**config.mk**
```make
export PLATFORM = sky130hd
export DESIGN_NAME = uart_apb_ctrl
export DESIGN_NICKNAME = d
export VERILOG_FILES = /design/src/rtl/uart_apb_ctrl.sv
export SDC_FILE = /design/constraint.sdc
export NUM_CORES = 1
export LEC_CHECK = 0
export CAP_MARGIN = 10
export CELL_PAD_IN_SITES_DETAIL_PLACEMENT = 0
export CELL_PAD_IN_SITES_GLOBAL_PLACEMENT = 1
export CORE_ASPECT_RATIO = 1.2
export CORE_MARGIN = 1
export CORE_UTILIZATION = 20
export DETAILED_ROUTE_END_ITERATION = 6
export PLACE_DENSITY = 0.77
export SLEW_MARGIN = 25
export SYNTH_ARGS = -nofsm -noshare
export SYNTH_HDL_FRONTEND = slang
export SYNTH_SLANG_ARGS = --single-unit
```
**constraint.sdc**
```tcl
create_clock -name clk -period 2.1 [get_ports clk]
set_input_delay 0.315 -clock clk [delete_from_list [all_inputs] [get_ports clk]]
set_output_delay 0.315 -clock clk [all_outputs]
set_load 0.01 [all_outputs]
```
**src/rtl/uart_apb_ctrl.sv**
```systemverilog
// ---------------------------------------------------------------------------
// uart_apb_ctrl
//
// APB front end of the UART. It turns APB transfers into TX FIFO pushes,
// RX FIFO pops and control register updates. It inserts wait states while
// the TX FIFO is full and for the one-cycle RX FIFO read latency.
//
// Register map (byte addresses):
//   0x0 TXDATA  write-only, pushes PWDATA[DATA_WIDTH-1:0] into the TX FIFO
//   0x4 RXDATA  read-only, pops one character from the RX FIFO
//   0x8 STATUS  read-only, returns status_in
//   0xC CTRL    read/write: [31:16] baud_div, [1] rx_enable, [0] tx_enable
//
// Ports:
//   clk, rst              clock and synchronous active-high reset
//   PSEL, PENABLE, PWRITE APB control
//   PADDR, PWDATA         APB address and write data
//   PRDATA, PREADY,       APB read data, completion and error response
//   PSLVERR
//   tx_wr_data, wr_en_tx  TX FIFO write data and push strobe
//   wr_full_tx            TX FIFO full flag
//   rd_en_rx              RX FIFO pop strobe
//   rx_rd_data            RX FIFO data, valid the cycle after rd_en_rx
//   rd_empty_rx           RX FIFO empty flag
//   status_in             status word from the UART status register block
//   tx_enable, rx_enable, control register fields
//   baud_div
// ---------------------------------------------------------------------------
module uart_apb_ctrl #(
    parameter int DATA_WIDTH   = 8,
    parameter int TIMEOUT      = 16,
    parameter int BAUD_DIV_RST = 27
) (
    input  logic                  clk,
    input  logic                  rst,
    input  logic                  PSEL,
    input  logic                  PENABLE,
    input  logic                  PWRITE,
    input  logic [3:0]            PADDR,
    input  logic [31:0]           PWDATA,
    output logic [31:0]           PRDATA,
    output logic                  PREADY,
    output logic                  PSLVERR,
    output logic [DATA_WIDTH-1:0] tx_wr_data,
    output logic                  wr_en_tx,
    input  logic                  wr_full_tx,
    output logic                  rd_en_rx,
    input  logic [DATA_WIDTH-1:0] rx_rd_data,
    input  logic                  rd_empty_rx,
    input  logic [31:0]           status_in,
    output logic                  tx_enable,
    output logic                  rx_enable,
    output logic [15:0]           baud_div
);

    typedef enum logic [1:0] {
        IDLE    = 2'd0,
        TX_WAIT = 2'd1,
        RX_POP  = 2'd2
    } state_e;

    localparam int CNT_W = (TIMEOUT > 1) ? $clog2(TIMEOUT) : 1;
    localparam logic [CNT_W-1:0] CNT_LAST = CNT_W'(TIMEOUT - 1);

    localparam logic [1:0] REG_TXDATA = 2'd0;
    localparam logic [1:0] REG_RXDATA = 2'd1;
    localparam logic [1:0] REG_STATUS = 2'd2;

    state_e           state_q, state_d;
    logic [CNT_W-1:0] waitCnt_q, waitCnt_d;
    logic             txEnable_q, txEnable_d;
    logic             rxEnable_q, rxEnable_d;
    logic [15:0]      baudDiv_q, baudDiv_d;

    logic             accessCycle;
    logic             addrMisaligned;
    logic [1:0]       regSel;
    logic [31:0]      ctrlWord;
    logic             unusedPwdata;

    assign accessCycle    = PSEL & PENABLE;
    assign addrMisaligned = (PADDR[1:0] != 2'b00);
    assign regSel         = PADDR[3:2];
    assign ctrlWord       = {baudDiv_q, 14'd0, rxEnable_q, txEnable_q};
    assign unusedPwdata   = ^PWDATA[15:2];

    assign tx_enable = txEnable_q;
    assign rx_enable = rxEnable_q;
    assign baud_div  = baudDiv_q;

    // State, wait counter and CTRL fields. Reset wins over any transfer
    // that happens to be in flight.
    always_ff @(posedge clk) begin
        if (rst) begin
            state_q    <= IDLE;
            waitCnt_q  <= '0;
            txEnable_q <= 1'b0;
            rxEnable_q <= 1'b0;
            baudDiv_q  <= 16'(BAUD_DIV_RST);
        end else begin
            state_q    <= state_d;
            waitCnt_q  <= waitCnt_d;
            txEnable_q <= txEnable_d;
            rxEnable_q <= rxEnable_d;
            baudDiv_q  <= baudDiv_d;
        end
    end

    // Transfer decode, next state and all APB/FIFO outputs. Everything is
    // held at zero while reset is asserted so no strobe escapes during the
    // reset cycle itself.
    always_comb begin
        state_d    = state_q;
        waitCnt_d  = waitCnt_q;
        txEnable_d = txEnable_q;
        rxEnable_d = rxEnable_q;
        baudDiv_d  = baudDiv_q;
        PRDATA     = 32'd0;
        PREADY     = 1'b0;
        PSLVERR    = 1'b0;
        tx_wr_data = '0;
        wr_en_tx   = 1'b0;
        rd_en_rx   = 1'b0;

        if (!rst) begin
            case (state_q)
                IDLE: begin
                    if (accessCycle) begin
                        if (addrMisaligned) begin
                            PREADY  = 1'b1;
                            PSLVERR = 1'b1;
                        end else begin
                            case (regSel)
                                REG_TXDATA: begin
                                    if (!PWRITE || !txEnable_q) begin
                                        PREADY  = 1'b1;
                                        PSLVERR = 1'b1;
                                    end else if (!wr_full_tx) begin
                                        wr_en_tx   = 1'b1;
                                        tx_wr_data = PWDATA[DATA_WIDTH-1:0];
                                        PREADY     = 1'b1;
                                    end else begin
                                        state_d   = TX_WAIT;
                                        waitCnt_d = '0;
                                    end
                                end
                                REG_RXDATA: begin
                                    if (PWRITE || rd_empty_rx) begin
                                        PREADY  = 1'b1;
                                        PSLVERR = 1'b1;
                                    end else begin
                                        // Data arrives next cycle; complete in RX_POP.
                                        rd_en_rx = 1'b1;
                                        state_d  = RX_POP;
                                    end
                                end
                                REG_STATUS: begin
                                    PREADY = 1'b1;
                                    if (PWRITE) begin
                                        PSLVERR = 1'b1;
                                    end else begin
                                        PRDATA = status_in;
                                    end
                                end
                                default: begin
                                    // CTRL: only [31:16] and [1:0] are storage.
                                    PREADY = 1'b1;
                                    if (PWRITE) begin
                                        baudDiv_d  = PWDATA[31:16];
                                        rxEnable_d = PWDATA[1];
                                        txEnable_d = PWDATA[0];
                                    end else begin
                                        PRDATA = ctrlWord;
                                    end
                                end
                            endcase
                        end
                    end
                end

                TX_WAIT: begin
                    waitCnt_d = waitCnt_q + 1'b1;
                    if (!PSEL) begin
                        // Master abandoned the transfer: drop it silently.
                        state_d = IDLE;
                    end else if (!wr_full_tx) begin
                        wr_en_tx   = 1'b1;
                        tx_wr_data = PWDATA[DATA_WIDTH-1:0];
                        PREADY     = 1'b1;
                        state_d    = IDLE;
                    end else if (waitCnt_q == CNT_LAST) begin
                        PREADY  = 1'b1;
                        PSLVERR = 1'b1;
                        state_d = IDLE;
                    end
                end

                RX_POP: begin
                    // The popped byte is lost if PSEL has dropped.
                    state_d = IDLE;
                    if (PSEL) begin
                        PREADY = 1'b1;
                        PRDATA = 32'(rx_rd_data);
                    end
                end

                default: begin
                    state_d = IDLE;
                end
            endcase
        end
    end

endmodule

```
* Word-level counts from Yosys, hierarchy flattened
Cells that the tools add are included.
** Cells by class
- Add/sub/neg operators :: 1
- Equality and inequality tests :: 15
- Muxes and demuxes :: 66
- Bitwise gates (word level) :: 3
- Reductions and logical operators :: 13
** Operators by type and width (number)
- 32-bit 2-to-1 mux :: 5
- 32-bit one-hot mux with 2 select lines :: 2
- 8-bit 2-to-1 mux :: 8
- 1-bit 2-to-1 mux :: 29
- 4-bit 2-to-1 mux :: 5
- 2-bit 2-to-1 mux :: 8
- 8-bit one-hot mux with 2 select lines :: 1
- 3-bit inequality test, second input constant :: 3
- 2-bit inequality test, second input constant :: 4
- 2-bit one-hot mux with 2 select lines :: 2
- 4-bit one-hot mux with 2 select lines :: 1
- 7-bit AND reduction :: 1
- 1-bit one-hot mux with 2 select lines :: 3
- 1-bit one-hot mux with 3 select lines :: 2
- 6-bit AND reduction :: 1
- 5-bit AND reduction :: 1
- 4-bit by 1-bit adder with 4-bit output, second input constant :: 1
- 2-bit by 1-bit equality test with 1-bit output, second input constant :: 2
- 2-bit equality test, second input constant :: 2
- 4-bit equality test, second input constant :: 1
- 2-bit zero test :: 2
- 4-bit inequality test, second input constant :: 1
- 2-bit nonzero test :: 2
- 3-bit by 1-bit inequality test with 1-bit output, second input constant :: 1
- 7 further kinds :: 10
** Storage, ports and cells
- Register bits :: 24
- Output and inout port bits :: 62
- Word-level logic and storage cells :: 103

* Depth between registers and ports, before layout
- Depth after elaboration :: 8
- Gate-level depth with buffers :: 6
- Mapped depth without buffers :: 5

* Worst setup path before layout
Ideal clock, no wire load.
- Path kind :: input -> output
- Start :: in PADDR[1]
- End :: out tx_wr_data[0]
- Arrival time :: 1443 ps
- Slack :: 342 ps
- Stages on the path :: 4
- Cells stage by stage :: nor2_1 -> a31oi_1 -> nor4_4 -> and2_1
** Between the ends
- Word-level cells in the longest chain between the ends :: 5
** RTL lines
- start: declaration :: line 39 : input logic [3:0] PADDR,
- 2-bit nonzero test :: line 82 : assign addrMisaligned = (PADDR[1:0] != 2'b00);
- 8-bit 2-to-1 mux :: line 129 : if (addrMisaligned) begin
- 8-bit 2-to-1 mux :: line 128 : if (accessCycle) begin
- 8-bit one-hot mux with 2 select lines :: line 126 : case (state_q)
- 8-bit 2-to-1 mux :: line 125 : if (!rst) begin
- end: declaration :: line 44 : output logic [DATA_WIDTH-1:0] tx_wr_data,
No other way between the ends.

* Worst setup path in the final report
- Start :: reg state_q[0]
- End :: out PRDATA[1]
** Between the ends
- Word-level cells in the longest chain between the ends :: 3
- Elaborated cells between the ends (all ways) :: 4
- Those cells by class :: eq/ne (1); mux (2); reduce/logical (1)
** RTL lines
- start: declaration :: line 69 : state_e state_q, state_d;
- start signal: assignment :: line 101 : state_q <= state_d;
- 2-bit equality test or 2-bit zero test (tied branches) :: line 126
- 32-bit one-hot mux with 2 select lines * :: line 126
- 32-bit 2-to-1 mux * :: line 125
- end: declaration :: line 41 : output logic [31:0] PRDATA,
Every way passes the cells marked *; elsewhere a longest branch is shown, timed or not.

==> results.ini <==
[status]
outcome=finished, violations left
violations=setup timing

[pwr]
p_leak_uw=0.00171
power_density_mw_per_mm2=292
vdd_drop_max_v=0.000182

[final_layout]
final_util_pct=46.2
drive_gt1_share_pct=35.4
fin_nets=464
fin_area_mm2=0.00356
diodes=0
syn_to_final_growth_pct=122

[synth]
synthArstFlopShare_pct=0
yosys-top-cells-area=dfxtp_1 (30%), mux2i_1 (20%), nor2_1 (9.4%), and2_1 (6.6%), a22o_1 (3.3%)
synth_cell_types=38
synth_warnings=0
ys.flop_type=dfxtp_1
syn-num-nets=277
synth.most_common_cell=nor2_1
synthCells=193
yosysTopAreaCell=dfxtp_1
syn_area_per_cell_um2=8.31
synth_top_area_share_pct=30.0
ys_ff_latch=24
synth-edff-count=0
synthTopCellsByCount=nor2_1 (40), mux2i_1 (32), dfxtp_1 (24)
synth.yosys.seq_area_share_pct=30.0
synth.cell_area_mm2=0.00160

[grt]
grtUsageMet1_pct=16.7
top_usage_layer=met2
grt_pass1_wl_mm=10.0
grt_max_degree=23
first_global_vias=2052
antenna_found_initial=0
track_usage_pct=14.7
grt_util_met2_pct=27.9
grt_overflow=0
use_met3_pct=2.88

[timing]
worst_slew_pin_slew_ns=0.501
whs_ns=0.508
hold_viol_final=0
slew_headroom_pct=66.5
fin_crit_sh_pct=109
slew_violations=0
fin_crit_ns=2.30
timing.fmax_ghz=0.435
grt_setup_unrepaired=true
setup_viol=40
fin_skew_ns=0.00716
setup_slack_ns=-0.199

[worst_setup_path]
criticalPathCategory=register to primary output
crit_path_end_kind=primary output
crit_arrival_ns=1.98
crit_path_start_kind=register
cp_data_required_time_ns=1.78
cp_max_fo=7

[place]
finalWeightedCongestion=0.774
pre_cts_ws_ns=-0.635
portBuffers=136
place_area_mm2=0.00326
dpl.hpwl_mm=4.66

[clock_network]
clk_latency_ns=0.27
tritoncts=done
clock-sinks=24
cts-root-buf=clkbuf_8
cts_buffers=3
cts-htree-levels=1
cts_max_path_buffers=2
path_clk_slew_ns=0.09

[route]
drcViolationCount=0
drt_iter0_drc=39
routed-via-count=2144
first_pass_iters=4
viasPerCell=4.55
antenna_left=0
totalWireLength_mm=6.45
route.detailed.wl_per_inst_um=13.7

[die]
core_mm2=0.00771
dieArea_mm2=0.00838
rows=35
initial_core_util_pct=20.8
die_y_um=100
die_w_um=83.8
io_pins=145

[flow_run]
maxCapViolCount=0

[hold_path]
min_path_type=register to register

[cell type report]
type | count | area [µm²]
clock buffers | 4 | 55.1
fillers | 779 | 4150
inverters | 1 | 3.75
multi-input cells | 157 | 1140
flip-flops and latches | 24 | 483
well taps | 92 | 115
repair buffers | 193 | 1760
[where the power goes]
group          internal, µW  switching [µW]  total (µW)
Combinational           176            85.8         261
Clock                   167             154         321
Sequential              456            1.09         457
[repair_timing]
action | in CTS | in global routing
gates resized for setup | 217 | 22
gates cloned | 3 | 0
setup buffers | 20 | 6
setup endpoints to repair | 44 | 42
hold buffers | 0 | 0
pin swaps | 26 | 14
[cells by family (layout without fill, tap and decap cells)]
group,Yosys count,after routing,synth area share [%]
AOI/OAI and AO/OA,29,29,12.4
adders and majority gates,1,1,0.780
buffers and inverters,13,198,4.45
DFF,24,24,30.0
muxes,32,32,20.0
and+or+nand+nor,94,95,32.4
[worst max-delay path, cell delays in order (launching register included)]
cell and delay, ns:
dfxtp_2 0.34, nor4bb_1 0.27, buf_4 0.19, buf_12 0.10
nand4_4 0.10, buf_4 0.17, bufbuf_16 0.26, o21ai_1 0.13
buf_2 0.15
[per-stage QoR]
stage	power (µW)	std cells	TNS (ns)
6_report	1040	471	-5.38
5_1_grt	1090	471	-8.12
4_1_cts	1050	467	-4.19
3_5_place_dp	718	440	-24.29
3_3_place_gp	717	440	-24.23
2_1_floorplan	529	193	0
[final timing paths]
kind,startpoint,depth (start not counted),end,slack (ns)
setup / recovery,state_q[0],8,PRDATA[1],-0.20
hold / removal,waitCnt_q[1],2,waitCnt_q[1],0.51
setup reg to reg,state_q[0],10,baud_div[8],0.22
hold reg to reg,waitCnt_q[1],2,waitCnt_q[1],0.51
[cells in the final DEF, fill, tap and decap left out, types with 2 or more instances in the layout]
master and count:
o31ai_1 3, clkdlybuf4s50_1 84, nor4bb_1 2, a22o_1 6, nor2_4 2, nand3_1 2, nor2_2 4, nor2_1 36
nand2b_1 3, o2111ai_1 2, and3_1 3, dfxtp_1 22, nor3_1 4, dfxtp_2 2, o21ai_1 2, a21oi_1 7
nand4_1 2, o21ai_0 2, and2_1 5, buf_12 3, dlygate4sd2_1 8, buf_6 25, buf_2 31, mux2i_1 32
and2_4 12, buf_4 39, nand2_1 9, clkbuf_8 4, a31oi_1 2
[state kept, by name, summed over array words and instances, names as in the netlist]
signal	count
state_q	2
waitCnt_q	4
baud_div	16
tx_enable	1
rx_enable	1
[routing by layer]
| layer | wire, µm | up-vias |
|---|---|---|
| met4 | 81 | 0 |
| met5 | 0 | - |
| li1 | - | 1060 |
| met2 | 3400 | 93 |
| met1 | 2530 | 983 |
| met3 | 442 | 8 |
Power figures use the tool's default switching activity.
